--- config.mk ---
export PLATFORM = sky130hd
export DESIGN_NAME = scene_render
export DESIGN_NICKNAME = d
export VERILOG_FILES = /design/src/rtl/scene_pkg.sv /design/src/rtl/scene_render_pipe_hit.sv /design/src/rtl/scene_render.sv
export SDC_FILE = /design/constraint.sdc
export NUM_CORES = 1
export LEC_CHECK = 0
export CAP_MARGIN = 20
export CORE_UTILIZATION = 55
export DETAILED_ROUTE_END_ITERATION = 7
export DONT_BUFFER_PORTS = 1
export HOLD_SLACK_MARGIN = 0.02
export MAX_ROUTING_LAYER = met4
export PLACE_DENSITY = 0.7
export SLEW_MARGIN = 20
export SYNTH_ARGS = -nofsm -noshare
export SYNTH_HDL_FRONTEND = slang
export SYNTH_HIERARCHICAL = 1
export SYNTH_SLANG_ARGS = --single-unit
--- constraint.sdc ---
create_clock -name clk -period 3.5 [get_ports clk]
set_input_delay 0.525 -clock clk [delete_from_list [all_inputs] [get_ports clk]]
set_output_delay 0.525 -clock clk [all_outputs]
set_load 0.01 [all_outputs]
--- src/rtl/scene_pkg.sv ---
// Shared raster timing, sprite geometry, palette and pipe word layout for scene_render.
package scene_pkg;

  localparam int H_VIS    = 640;
  localparam int H_TOTAL  = 800;
  localparam int HS_START = 656;
  localparam int HS_END   = 752;

  localparam int V_VIS    = 480;
  localparam int V_TOTAL  = 525;
  localparam int VS_START = 490;
  localparam int VS_END   = 492;

  localparam int BIRD_X    = 40;
  localparam int BIRD_W    = 16;
  localparam int BIRD_H    = 16;
  localparam int PIPE_W    = 50;
  localparam int PIPE_HEAD = 23;
  localparam int COIN_LEN  = 16;

  localparam logic [11:0] SKY_1P_C    = 12'h6CF;
  localparam logic [11:0] SKY_2P_C    = 12'h249;
  localparam logic [11:0] PIPE_C      = 12'h2A2;
  localparam logic [11:0] PIPE_HEAD_C = 12'h1F1;
  localparam logic [11:0] COIN_C      = 12'hFD0;
  localparam logic [11:0] BIRD_UP_C   = 12'hF80;
  localparam logic [11:0] BIRD_DN_C   = 12'hF40;

  typedef struct packed {
    logic [7:0] gap;
    logic [9:0] x;
    logic [9:0] y;
  } pipe_t;

endpackage

--- src/rtl/scene_render_pipe_hit.sv ---
// Combinational body/head coverage test of one pipe at a pixel (x, game y).
// Head spans exist only when SCENE_PIPE_HEAD_EN is defined; otherwise they read as body.
module pipe_hit
  import scene_pkg::*;
(
  input  logic [9:0] x,
  input  logic [9:0] gy,
  input  pipe_t      pipe,
  output logic       body,
  output logic       head
);

  logic [10:0] x_end;
  logic [10:0] gap_end;
  logic        in_x;
  logic        in_gap;

  // 11-bit sums so a pipe near the right edge or a large gap never wraps back on screen
  assign x_end   = 11'(pipe.x) + 11'(PIPE_W);
  assign gap_end = 11'(pipe.y) + 11'(pipe.gap);
  assign in_x    = (x >= pipe.x) && (11'(x) < x_end);
  assign in_gap  = (gy >= pipe.y) && (11'(gy) < gap_end);
  assign body    = in_x && !in_gap;

`ifdef SCENE_PIPE_HEAD_EN
  logic signed [11:0] low_start;
  logic        [10:0] high_end;
  logic               in_low;
  logic               in_high;

  // Signed lower bound: a gap edge below PIPE_HEAD clamps the head at row 0
  assign low_start = $signed({2'b00, pipe.y}) - $signed(12'(PIPE_HEAD));
  assign high_end  = gap_end + 11'(PIPE_HEAD);
  assign in_low    = ($signed({2'b00, gy}) >= low_start) && (gy < pipe.y);
  assign in_high   = (11'(gy) >= gap_end) && (11'(gy) < high_end);
  assign head      = in_x && (in_low || in_high);
`else
  assign head = 1'b0;
`endif

endmodule

--- src/rtl/scene_render.sv ---
// 640x480@60 VGA renderer: per-frame snapshot of game words, 2-cycle hit/colour pipeline.
// Optional macro SCENE_PIPE_HEAD_EN enables distinct pipe head drawing.
module scene_render
  import scene_pkg::*;
(
  input  logic        clk,
  input  logic        rst,
  input  logic [1:0]  status,
  input  logic [15:0] bird_y,
  input  logic [31:0] pipe1,
  input  logic [31:0] pipe2,
  input  logic [31:0] pipe3,
  input  logic [31:0] coin,
  output logic        hsync,
  output logic        vsync,
  output logic [11:0] rgb,
  output logic        frame_tick
);

  logic [9:0]  hcnt;
  logic [9:0]  vcnt;
  logic        h_last;
  logic        v_last;
  logic        snap_now;

  logic        snap_valid;
  logic [1:0]  status_s;
  logic [15:0] bird_s;
  pipe_t       pipe1_s;
  pipe_t       pipe2_s;
  pipe_t       pipe3_s;
  logic        coin_vis_s;
  logic [9:0]  coin_y_s;
  logic [9:0]  coin_x_s;

  logic        unused_bits;
  assign unused_bits = ^{pipe1[31:28], pipe2[31:28], pipe3[31:28], coin[30:20]};

  // Stage 0: raster counters and frame snapshot
  assign h_last   = (hcnt == 10'(H_TOTAL - 1));
  assign v_last   = (vcnt == 10'(V_TOTAL - 1));
  assign snap_now = (hcnt == 10'(H_VIS - 1)) && (vcnt == 10'(V_VIS - 1));

  always_ff @(posedge clk) begin
    if (rst) begin
      hcnt <= '0;
      vcnt <= '0;
    end else if (h_last) begin
      hcnt <= '0;
      vcnt <= v_last ? 10'd0 : vcnt + 10'd1;
    end else begin
      hcnt <= hcnt + 10'd1;
    end
  end

  always_ff @(posedge clk) begin
    if (rst) begin
      snap_valid <= 1'b0;
      frame_tick <= 1'b0;
      status_s   <= '0;
      bird_s     <= '0;
      pipe1_s    <= '0;
      pipe2_s    <= '0;
      pipe3_s    <= '0;
      coin_vis_s <= 1'b0;
      coin_y_s   <= '0;
      coin_x_s   <= '0;
    end else begin
      frame_tick <= snap_now;
      if (snap_now) begin
        snap_valid <= 1'b1;
        status_s   <= status;
        bird_s     <= bird_y;
        pipe1_s    <= pipe1[27:0];
        pipe2_s    <= pipe2[27:0];
        pipe3_s    <= pipe3[27:0];
        coin_vis_s <= coin[31];
        coin_y_s   <= coin[19:10];
        coin_x_s   <= coin[9:0];
      end
    end
  end

  logic [9:0]  gy;
  logic        vis;
  logic        hs_n;
  logic        vs_n;
  logic        bird_hit;
  logic        coin_hit;
  logic [2:0]  body_hit;
  logic [2:0]  head_hit;
  logic [15:0] gy_w;
  logic [15:0] bird_lo;

  assign gy      = 10'(V_VIS - 1) - vcnt;
  assign vis     = (hcnt < 10'(H_VIS)) && (vcnt < 10'(V_VIS));
  assign hs_n    = !((hcnt >= 10'(HS_START)) && (hcnt < 10'(HS_END)));
  assign vs_n    = !((vcnt >= 10'(VS_START)) && (vcnt < 10'(VS_END)));
  assign gy_w    = {6'b0, gy};
  assign bird_lo = {1'b0, bird_s[14:0]};

  assign bird_hit = (hcnt >= 10'(BIRD_X)) && (hcnt < 10'(BIRD_X + BIRD_W)) &&
                    (gy_w >= bird_lo) && (gy_w < bird_lo + 16'(BIRD_H));
  assign coin_hit = coin_vis_s &&
                    (hcnt >= coin_x_s) && (11'(hcnt) < 11'(coin_x_s) + 11'(COIN_LEN)) &&
                    (gy >= coin_y_s) && (11'(gy) < 11'(coin_y_s) + 11'(COIN_LEN));

  pipe_hit u_pipe1 (.x(hcnt), .gy(gy), .pipe(pipe1_s), .body(body_hit[0]), .head(head_hit[0]));
  pipe_hit u_pipe2 (.x(hcnt), .gy(gy), .pipe(pipe2_s), .body(body_hit[1]), .head(head_hit[1]));
  pipe_hit u_pipe3 (.x(hcnt), .gy(gy), .pipe(pipe3_s), .body(body_hit[2]), .head(head_hit[2]));

  // Stage 1: registered hit flags, visibility and sync
  logic vld_p1;
  logic hs_p1;
  logic vs_p1;
  logic bird_p1;
  logic coin_p1;
  logic head_p1;
  logic body_p1;
  logic bird_up_p1;
  logic sky_2p_p1;

  always_ff @(posedge clk) begin
    if (rst) begin
      vld_p1     <= 1'b0;
      hs_p1      <= 1'b1;
      vs_p1      <= 1'b1;
      bird_p1    <= 1'b0;
      coin_p1    <= 1'b0;
      head_p1    <= 1'b0;
      body_p1    <= 1'b0;
      bird_up_p1 <= 1'b0;
      sky_2p_p1  <= 1'b0;
    end else begin
      vld_p1     <= vis && snap_valid;
      hs_p1      <= hs_n;
      vs_p1      <= vs_n;
      bird_p1    <= bird_hit;
      coin_p1    <= coin_hit;
      head_p1    <= |head_hit;
      body_p1    <= |body_hit;
      bird_up_p1 <= bird_s[15];
      sky_2p_p1  <= status_s[1];
    end
  end

  function automatic logic [11:0] pixel_colour(
    input logic vld, input logic bird, input logic bird_up, input logic coin_h,
    input logic head, input logic body, input logic sky_2p
  );
    if (!vld)   return 12'h000;
    if (bird)   return bird_up ? BIRD_UP_C : BIRD_DN_C;
    if (coin_h) return COIN_C;
    if (head)   return PIPE_HEAD_C;
    if (body)   return PIPE_C;
    return sky_2p ? SKY_2P_C : SKY_1P_C;
  endfunction

  // Stage 2: colour mux and aligned sync outputs
  always_ff @(posedge clk) begin
    if (rst) begin
      rgb   <= '0;
      hsync <= 1'b1;
      vsync <= 1'b1;
    end else begin
      rgb   <= pixel_colour(vld_p1, bird_p1, bird_up_p1, coin_p1, head_p1, body_p1, sky_2p_p1);
      hsync <= hs_p1;
      vsync <= vs_p1;
    end
  end

endmodule

After elaboration in Yosys (flattened, before gate mapping)

Index checks and enable logic that the tools add are counted.

Mux-type cells: 31
Reductions and logical operators: 28
Magnitude comparators: 26
$add $sub $neg: 12
Eq/ne operators: 4

Operators with widths:

| operator                                                                      | number |
|---|---|
| 12-bit two-way mux                                                            | 9 |
| 10-bit by 11-bit less-than comparator with 1-bit output                       | 8 |
| 10-bit >= comparator                                                          | 8 |
| 10-bit by 6-bit adder with 11-bit output, second input constant               | 3 |
| 10-bit by 8-bit adder with 11-bit output                                      | 3 |
| 10-bit == test, second input constant                                         | 3 |
| 10-bit by 5-bit adder with 11-bit output, second input constant               | 2 |
| 1-bit logical AND                                                             | 21 |
| 10-bit by 1-bit adder with 10-bit output, second input constant               | 2 |
| 10-bit less-than comparator, second input constant                            | 2 |
| 10-bit by 9-bit less-than comparator with 1-bit output, second input constant | 2 |
| 1-bit two-way mux                                                             | 19 |
| 15-bit by 5-bit adder with 16-bit output, second input constant               | 1 |
| 10-bit by 16-bit less-than comparator with 1-bit output                       | 1 |
| 10-bit by 15-bit >= comparator with 1-bit output                              | 1 |
| 11-bit two-way mux                                                            | 1 |
| 10-bit by 9-bit == test with 1-bit output, second input constant              | 1 |
| 10-bit >= comparator, second input constant                                   | 1 |
| 10-bit by 6-bit >= comparator with 1-bit output, second input constant        | 1 |
| 10-bit by 9-bit >= comparator with 1-bit output, second input constant        | 1 |
| 10-bit by 6-bit less-than comparator with 1-bit output, second input constant | 1 |
| 10-bit two-way mux                                                            | 1 |
| 9-bit by 10-bit subtractor with 10-bit output, first input constant           | 1 |
| 8-bit two-way mux                                                             | 1 |
| 3 further kinds                                                               | 7 |

Bits in registers: 167
Output and inout bits: 15
Input port bits: 148

Logic depth before layout (Yosys ltp)

Depth after elaboration: 21
Mapped depth: 16
Mapped depth without buffers: 16

By module

The synthesis kept the hierarchy.

Modules (own cells, without submodules):

| module                  | area each (µm²) | instances | cells each |
|---|---|---|---|
| scene_render            | 7,425.9         | 1         | 927 |
| pipe_hit at u_pipe2 ... | 1,336.3         | 2         | 172 |
| pipe_hit at u_pipe1     | 1,335.0         | 1         | 172 |

Worst setup path before layout

Ideal clock, no wire load.

Path type: register -> register
Start: reg pipe2_s[0] in the netlist's numbering
End: reg body_p1
Setup slack: 690 ps
Period minus slack after synthesis: 2,810 ps
Stages on the path, launching flop included: 16
Required time: 3,372 ps
Arrival: 2,683 ps
Cells stage by stage: dfxtp_1 ha_1 fa_1 a21oi_2 o211ai_2 nor2_1 xor2_1 ha_1 a211oi_1 and3_1 o21ai_0 o2111ai_1 a32o_1 a221oi_2 nor3_1 nor2_1

Longest elaborated chain between the ends: 6
Elaborated cells between the ends (all ways): 7
Those cells by class: 1 x add/sub; 2 x order compare; 4 x reduce/logical

Ends and longest elaborated chain:

| item                                                    | line                        | text |
|---|---|---|
| start, declared                                         | scene_render.sv:30          | `pipe_t pipe2_s;` |
| start signal, assigned                                  | scene_render.sv:75          | `pipe2_s <= pipe2[27:0];` |
| 10-bit by 8-bit adder with 11-bit output                | scene_render_pipe_hit.sv:20 | `assign gap_end = 11'(pipe.y) + 11'(pipe.gap);` |
| 10-bit by 11-bit less-than comparator with 1-bit output | scene_render_pipe_hit.sv:22 | `assign in_gap = (gy >= pipe.y) && (11'(gy) < gap_end);` |
| 1-bit logical AND (*)                                   | scene_render_pipe_hit.sv:22 |  |
| 1-bit zero test (*)                                     | scene_render_pipe_hit.sv:23 | `assign body = in_x && !in_gap;` |
| 1-bit logical AND (*)                                   | scene_render_pipe_hit.sv:23 |  |
| named net body_hit[1]                                   | scene_render.sv:90          | `logic [2:0] body_hit;` |
| 3-bit OR reduction (*)                                  | scene_render.sv:141         | `body_p1 <= \|body_hit;` |
| end signal, assigned                                    | scene_render.sv:141         |  |
| end, declared                                           | scene_render.sv:119         | `logic body_p1;` |

Mark *: on every way through the listed nets, which the timed path passes. The rest lies on a longest branch.
A chain may end at the register's enable or synchronous reset.

Worst setup path after layout

Start: reg vcnt[5]
End: reg body_p1

Longest elaborated chain between the ends: 6
Elaborated cells between the ends (all ways): 17
Those cells by class: 1 x add/sub; 6 x order compare; 10 x reduce/logical

Ends and longest elaborated chain:

| item                                                                                                   | line                        | text |
|---|---|---|
| start, declared                                                                                        | scene_render.sv:21          | `logic [9:0] vcnt;` |
| start signal, assigned                                                                                 | scene_render.sv:50          | `vcnt <= v_last ? 10'd0 : vcnt + 10'd1;` |
| 9-bit by 10-bit subtractor with 10-bit output (*)                                                      | scene_render.sv:95          | `assign gy = 10'(V_VIS - 1) - vcnt;` |
| named net gy[6]                                                                                        | scene_render.sv:84          | `logic [9:0] gy;` |
| 10-bit by 11-bit less-than comparator with 1-bit output / 10-bit >= comparator (equally long branches) | scene_render_pipe_hit.sv:22 |  |
| 1-bit logical AND (*)                                                                                  | scene_render_pipe_hit.sv:22 |  |
| 1-bit zero test (*)                                                                                    | scene_render_pipe_hit.sv:23 |  |
| 1-bit logical AND (*)                                                                                  | scene_render_pipe_hit.sv:23 |  |
| named net body_hit[1]                                                                                  | scene_render.sv:90          |  |
| 3-bit OR reduction (*)                                                                                 | scene_render.sv:141         |  |

Marks and branches as above.

==> impl_metrics.ini <==
[flow_run]
max-cap-violations = 0

[yosys]
ys.warnings.count = 6
yosys_register_bits = 167
synth_edf_count = 0
ys.flop_type = dfxtp_1
ys_seq_area_frac = 0.2924
yosys.cell_types.count = 58
avgSynthCellArea_um2 = 7.923
syn_inst = 1443
syn_area_mm2 = 0.01143
ys_async_sr_fraction = 0
synth_nets = 1792

[clocking]
cts_tree = yes
clockBufferDepth = 2
postCtsHoldBufs = 0
postCtsSetupBuffers = 0
cts_root_buf = clkbuf_16
cts_made_buffers = 17
clkTransAtPathRegs_ns = 0.07
clkLatencyLatePin_ns = 0.43
cts_resized = 0
cts_sinks = 167
htreeDepth = 4

[route]
wirelength_mm = 26.21
first_pass_iters = 5
via_count = 9602
drc = 0
wl_per_cell_um = 15.38
drt-initial-drc-count = 502
antenna_left = 0
via_per_inst = 5.635

[timing]
tns_ns = 0
fmaxAchievable_mhz = 321.4
min_period_over_period = 0.8890
finalHoldViolations = 0
fin_hold_ws_ns = 0.1548
worstMarginPinSlew_ns = 0.7544
period_minus_slack_ns = 3.112
rsz0062_at_grt = no
slew_viol_final = 0
skew_ns = 0.01588
setup_viol = 0
slew_headroom = 0.4970

[placed_design]
io_buffers = 0
place_hpwl_mm = 19.28
place_area_mm2 = 0.01162
place_congestion = 0.8931

[finish]
syn_to_final_growth_pct = 6.850
drive_gt1_frac = 0.04742
layout_commonest_cell = nand2_1
final_util = 0.6018
finalNetCount = 1771
filler_cell_count = 1871
stdcell_area_mm2 = 0.01222
final_cell_mix = 290 x nand2_1, 198 x ha_1, 176 x a21oi_1, 167 x dfxtp_1, 110 x inv_1
diodes = 0

[worst_hold_path]
hold_path.class = input port to flop

[setup_path]
worst-endpoint-arrival_ns = 3.43
critPathMaxFanout = 10
crit_path_end_kind = flop
path_class = flop to flop
cp.required_ns = 3.82
start_kind = flop

[outcome]
run_status = completed

[floorplan]
core_mm2 = 0.02030
die_h_um = 146.2
start_util = 0.5632
ios = 163
die_w_um = 146.2
fp-row-count = 52
die_area_mm2 = 0.02137

[global_route]
grt.overflow.total = 0
grt_pass1_wl_mm = 43.85
grt_max_degree = 141
grt_pass1_vias = 9322
antenna_found_initial = 0
gr-usage-all-layers = 0.2596

[pwr]
powerDensity_mw_per_mm2 = 323.5
leakagePower_nw = 4.456
peakVddDrop_mv = 0.2975
power_mw = 3.953
[cell families after synthesis]
logic type / synth area share
AO/OA/AOI/OAI: 0.1579
XOR/XNOR: 0.05822
adder cells (fa/ha/maj): 0.2219
buffers and inverters: 0.06282
flip-flops: 0.2924
other: 0.0009848
AND/OR/NAND/NOR: 0.2057
[path summary, 6_finish.rpt]
path                              from                       to  slack (ns)  cells past startpoint
setup / recovery  vcnt[5]$_SDFFE_PP0P_       body_p1$_SDFF_PP0_        0.39                     11
hold / removal                     rst  bird_s[13]$_SDFFE_PP0P_        0.15                      1
setup reg to reg  vcnt[5]$_SDFFE_PP0P_       body_p1$_SDFF_PP0_        0.39                     11
hold reg to reg       vs_p1$_SDFF_PP1_         vsync$_SDFF_PP1_        0.42                      1
[cell usage after synthesis (all sizes together) (15+ instances only)]
cell	instances	share of area
a21oi	179	0.079
buf	24	0.016
clkbuf	31	0.010
dfxtp	167	0.29
ha	198	0.22
inv	112	0.037
nand2	290	0.095
nand2b	17	0.0093
nand3	33	0.014
nand4	26	0.014
nor2	65	0.021
nor2b	15	0.0082
nor3	41	0.018
o21ai	40	0.018
xnor2	59	0.045
xor2	17	0.013
[cell type report]
class | count | area (um2) | area share
clock buffers | 18 | 439.2 | 0.03595
flip-flops and latches | 167 | 3343 | 0.2737
repair buffers | 15 | 125.1 | 0.01024
well taps | 270 | 337.8 | 0.02765
clock inverters | 13 | 161.4 | 0.01321
inverters | 112 | 420.4 | 0.03441
multi-input cells | 1109 | 7390 | 0.6049
[layer usage]
layer,share of wire,vias up,global-route usage,wire length (um)
met2,0.47,218,0.4214,12230
met3,0.040,38,0.04375,1045
met5,0,-,-,0
li1,-,4924,-,-
met4,0.021,0,0.08542,550
met1,0.47,4422,0.3267,12380
[power breakdown]
part           internal (mW)  total [mW]  switching, mW
clock network           1.09        1.95          0.862
logic                 0.0434      0.0890         0.0456
registers               1.90        1.91        0.00687
total                   3.04        3.95          0.914
[flip-flops by register name, summed over array words and instances, names as in the netlist, 10 cells and up]
signal / count
pipe1_s: 28
pipe2_s: 28
pipe3_s: 28
bird_s: 16
rgb: 12
coin_x_s: 10
coin_y_s: 10
hcnt: 10
vcnt: 10
[through the flow]
stage	setup WS, ns	instances
global route	0.1491	1704
detailed placement	0.4107	1673
CTS	0.3965	1704
global placement	0.4653	1673
floorplan	0.6899	1443
finish	0.3884	1704
[critical path: stages, from the launching register on]
cell	delay, ns
dfxtp_1	0.60
inv_1	0.14
ha_1	0.73
ha_1	0.38
a211oi_1	0.23
and3_1	0.17
o21ai_0	0.09
o2111ai_1	0.12
a32o_1	0.20
a221oi_2	0.07
nor3_1	0.19
nor2_1	0.05
Power figures use the tool's default switching activity.
==> variant, RTL diff (same settings) <==
Build with the macro `SCENE_PIPE_HEAD_EN` defined.
--- a/src/rtl/scene_render_pipe_hit.sv
+++ b/src/rtl/scene_render_pipe_hit.sv
@@ -1,5 +1,7 @@
 // Combinational body/head coverage test of one pipe at a pixel (x, game y).
 // Head spans exist only when SCENE_PIPE_HEAD_EN is defined; otherwise they read as body.
+`define SCENE_PIPE_HEAD_EN
+
 module pipe_hit
   import scene_pkg::*;
 (
Behaviour: no difference found for any inputs over 10 cycles, from zero or initial values and one cycle with rst high; that may be too few to reach the edited logic, so the function may still have changed.
==> variant against the original RTL <==
The run now ends with setup timing left. Sequential power hardly changed. Total power is 0.88% lower. Fmax shrank 15%. Design area is 27% higher. Wire length is 34% higher. Count of clock-buffer cells in the layout stayed put. Sequential cell count stayed put. Area after synthesis is 23% higher. Die area increased by 23%. Setup slack worse by 0.53 ns. Largest power group is now sequential cells.
==> variant: results (changes against the original RTL) <==
status finished with violations; failing checks setup timing; cell family with most CP delay compound AO/OA/AOI/OAI gates; DP HPWL 26700 um (+38%); Tightest Pin Transition 0.877 ns (+0.123 ns); Total Wirelength 35100 um (+34%); iteration-0 DRC count of the detailed router 706 (+41%); Synth cell types 83 (+43%); # diodes 0 (unchanged); vias in the first global route 12100 (+29%); drt pass-1 iters 6 (+1); dpl ws -0.271 ns (-0.682 ns); setup ws final -0.145 ns (-0.534 ns); total CTS buffers 17 (unchanged); syn nets 2173 (+21%); CP max stage delay 0.34 ns (-0.39 ns); asr flop ratio synth 0% (unchanged); ratio of cells with drive above 1 in the final layout 9.94% (+5.2 points); CTS max path bufs 2 (unchanged); setup tns final -0.242 ns (-0.242 ns); vias per cell 5.77 (+2.5%); Worst-path clk slew 0.07 ns (about the same); first-pass GRT wire length 56900 um (+30%); YS warnings 6 (unchanged); IO Port Bufs 0 (unchanged); clock skew 0.0113 ns (-0.00453 ns); Synth top cells by count 293 x nand2_1, 264 x ha_1, 196 x a21oi_1; Slowest cell on crit path dfxtp_2; Placed Area 14800 um2 (+27%); Setup violations, final 2 (+2); Synth Flop Type dfxtp_1; Clock Tree Root clkbuf_16; Pleak 5.93 nW (+33%); leading post-synthesis cells by cell area dfxtp_1 24%, ha_1 24%, nand2_1 7.8%, a21oi_1 7.0%, xnor2_1 5.7%; RePlAce Congestion 0.912 (+2.1%); worst vdd ir 0.276 mV (-7.1%); Worst EP arrival 3.97 ns (+0.54 ns); H-tree depth 4 (unchanged); sequential element share of the synthesized area 23.8% (-5.4 points); Largest regs pipe1_s (28), pipe2_s (28), pipe3_s (28); worst hold path type in2reg; fill count 2320 (+24%); largest net degree at the start of global routing 141 (unchanged); Max Fanout on Critical Path 3 (-7); GR Util All Layers 27.6% (+1.6 points); initial antenna violation count 0 (unchanged); Clk Latency, worst-skew pair 0.44 ns
==> variant: changes by cell type after synthesis, moves of 7 or more <==
cell / delta
a21o_1: +18
nor3_1: +11
ha_1: +66
nand3_1: +12
o21a_1: +19
o21ai_0: +17
a21oi_1: +20
xnor2_1: +33
inv_1: +33
a211oi_1: +7
==> variant: cells by family after synthesis <==
logic type | count (synthesis) | share of synthesized area (%)
buf+inv | 197 | 5.83
xor+xnor | 121 | 7.86
simple gates | 587 | 19.3
fa+ha+maj | 267 | 23.9
flops | 167 | 23.8
compound gates | 417 | 19.1
mux | 2 | 0.143
==> variant: report_power, final <==
| group | internal, mW | leakage, nW | switching, mW |
|---|---|---|---|
| Sequential | 1.90 | 1.35 | 0.0116 |
| Combinational | 0.0446 | 4.31 | 0.0532 |
| Clock | 1.02 | 0.280 | 0.885 |
| Total | 2.97 | 5.93 | 0.950 |
==> variant: worst register-to-register path: stages (launching register included) <==
cell      delay, ns
dfxtp_2        0.34
ha_4           0.16
inv_2          0.05
fa_2           0.22
nor2b_4        0.05
o31a_1         0.24
o31a_1         0.26
o31a_2         0.33
xnor2_2        0.15
ha_1           0.31
a21o_1         0.20
a211oi_2       0.21
a21oi_1        0.06
a41o_1         0.21
a41oi_2        0.22
buf_4          0.16
o22a_1         0.12
nor2_1         0.05
nor3_1         0.16
nor2_1         0.06
==> variant: path summary, 6_finish.rpt <==
kind	from	endpoint	depth (start not counted)
setup / recovery	pipe3_s[0]	body_p1	19
hold / removal	rst	pipe2_s[13]	1
setup reg to reg	pipe3_s[0]	body_p1	19
hold reg to reg	hs_p1	hsync	1
==> variant: cell type report <==
type                       count  area share (%)
sequential                   167            21.7
clock inverter                13           0.881
clock buffer                  18            2.84
tap                          330            2.67
timing repair buffer          73            3.70
inverter                     145            3.52
multi-input combinational   1394            64.7
==> variant: layer usage <==
layer  vias to the layer above  track usage, %  part of all wire [%]
met2                       299            46.9                    49
li1                       6252               -                     -
met4                         0            9.35                   2.2
met1                      5743            33.5                    45
met3                        63            3.68                   4.3
met5                         -               -                     0
==> variant: stage by stage <==
stage               util (%)  power [mW]  cells  hold slack [ns]
floorplan                  -        2.05   1758            0.389
global placement        58.8        2.05   2103            0.395
global route            61.6        4.03   2140            0.128
CTS                     61.5        3.94   2140            0.139
finish                  61.6        3.92   2140            0.145
detailed placement      58.8        2.05   2103            0.398
==> variant: repair_timing <==
action	in CTS	in global routing
setup endpoints to repair	2	2
resized for setup	9	10
pin swaps	6	10
buffers inserted	6	0
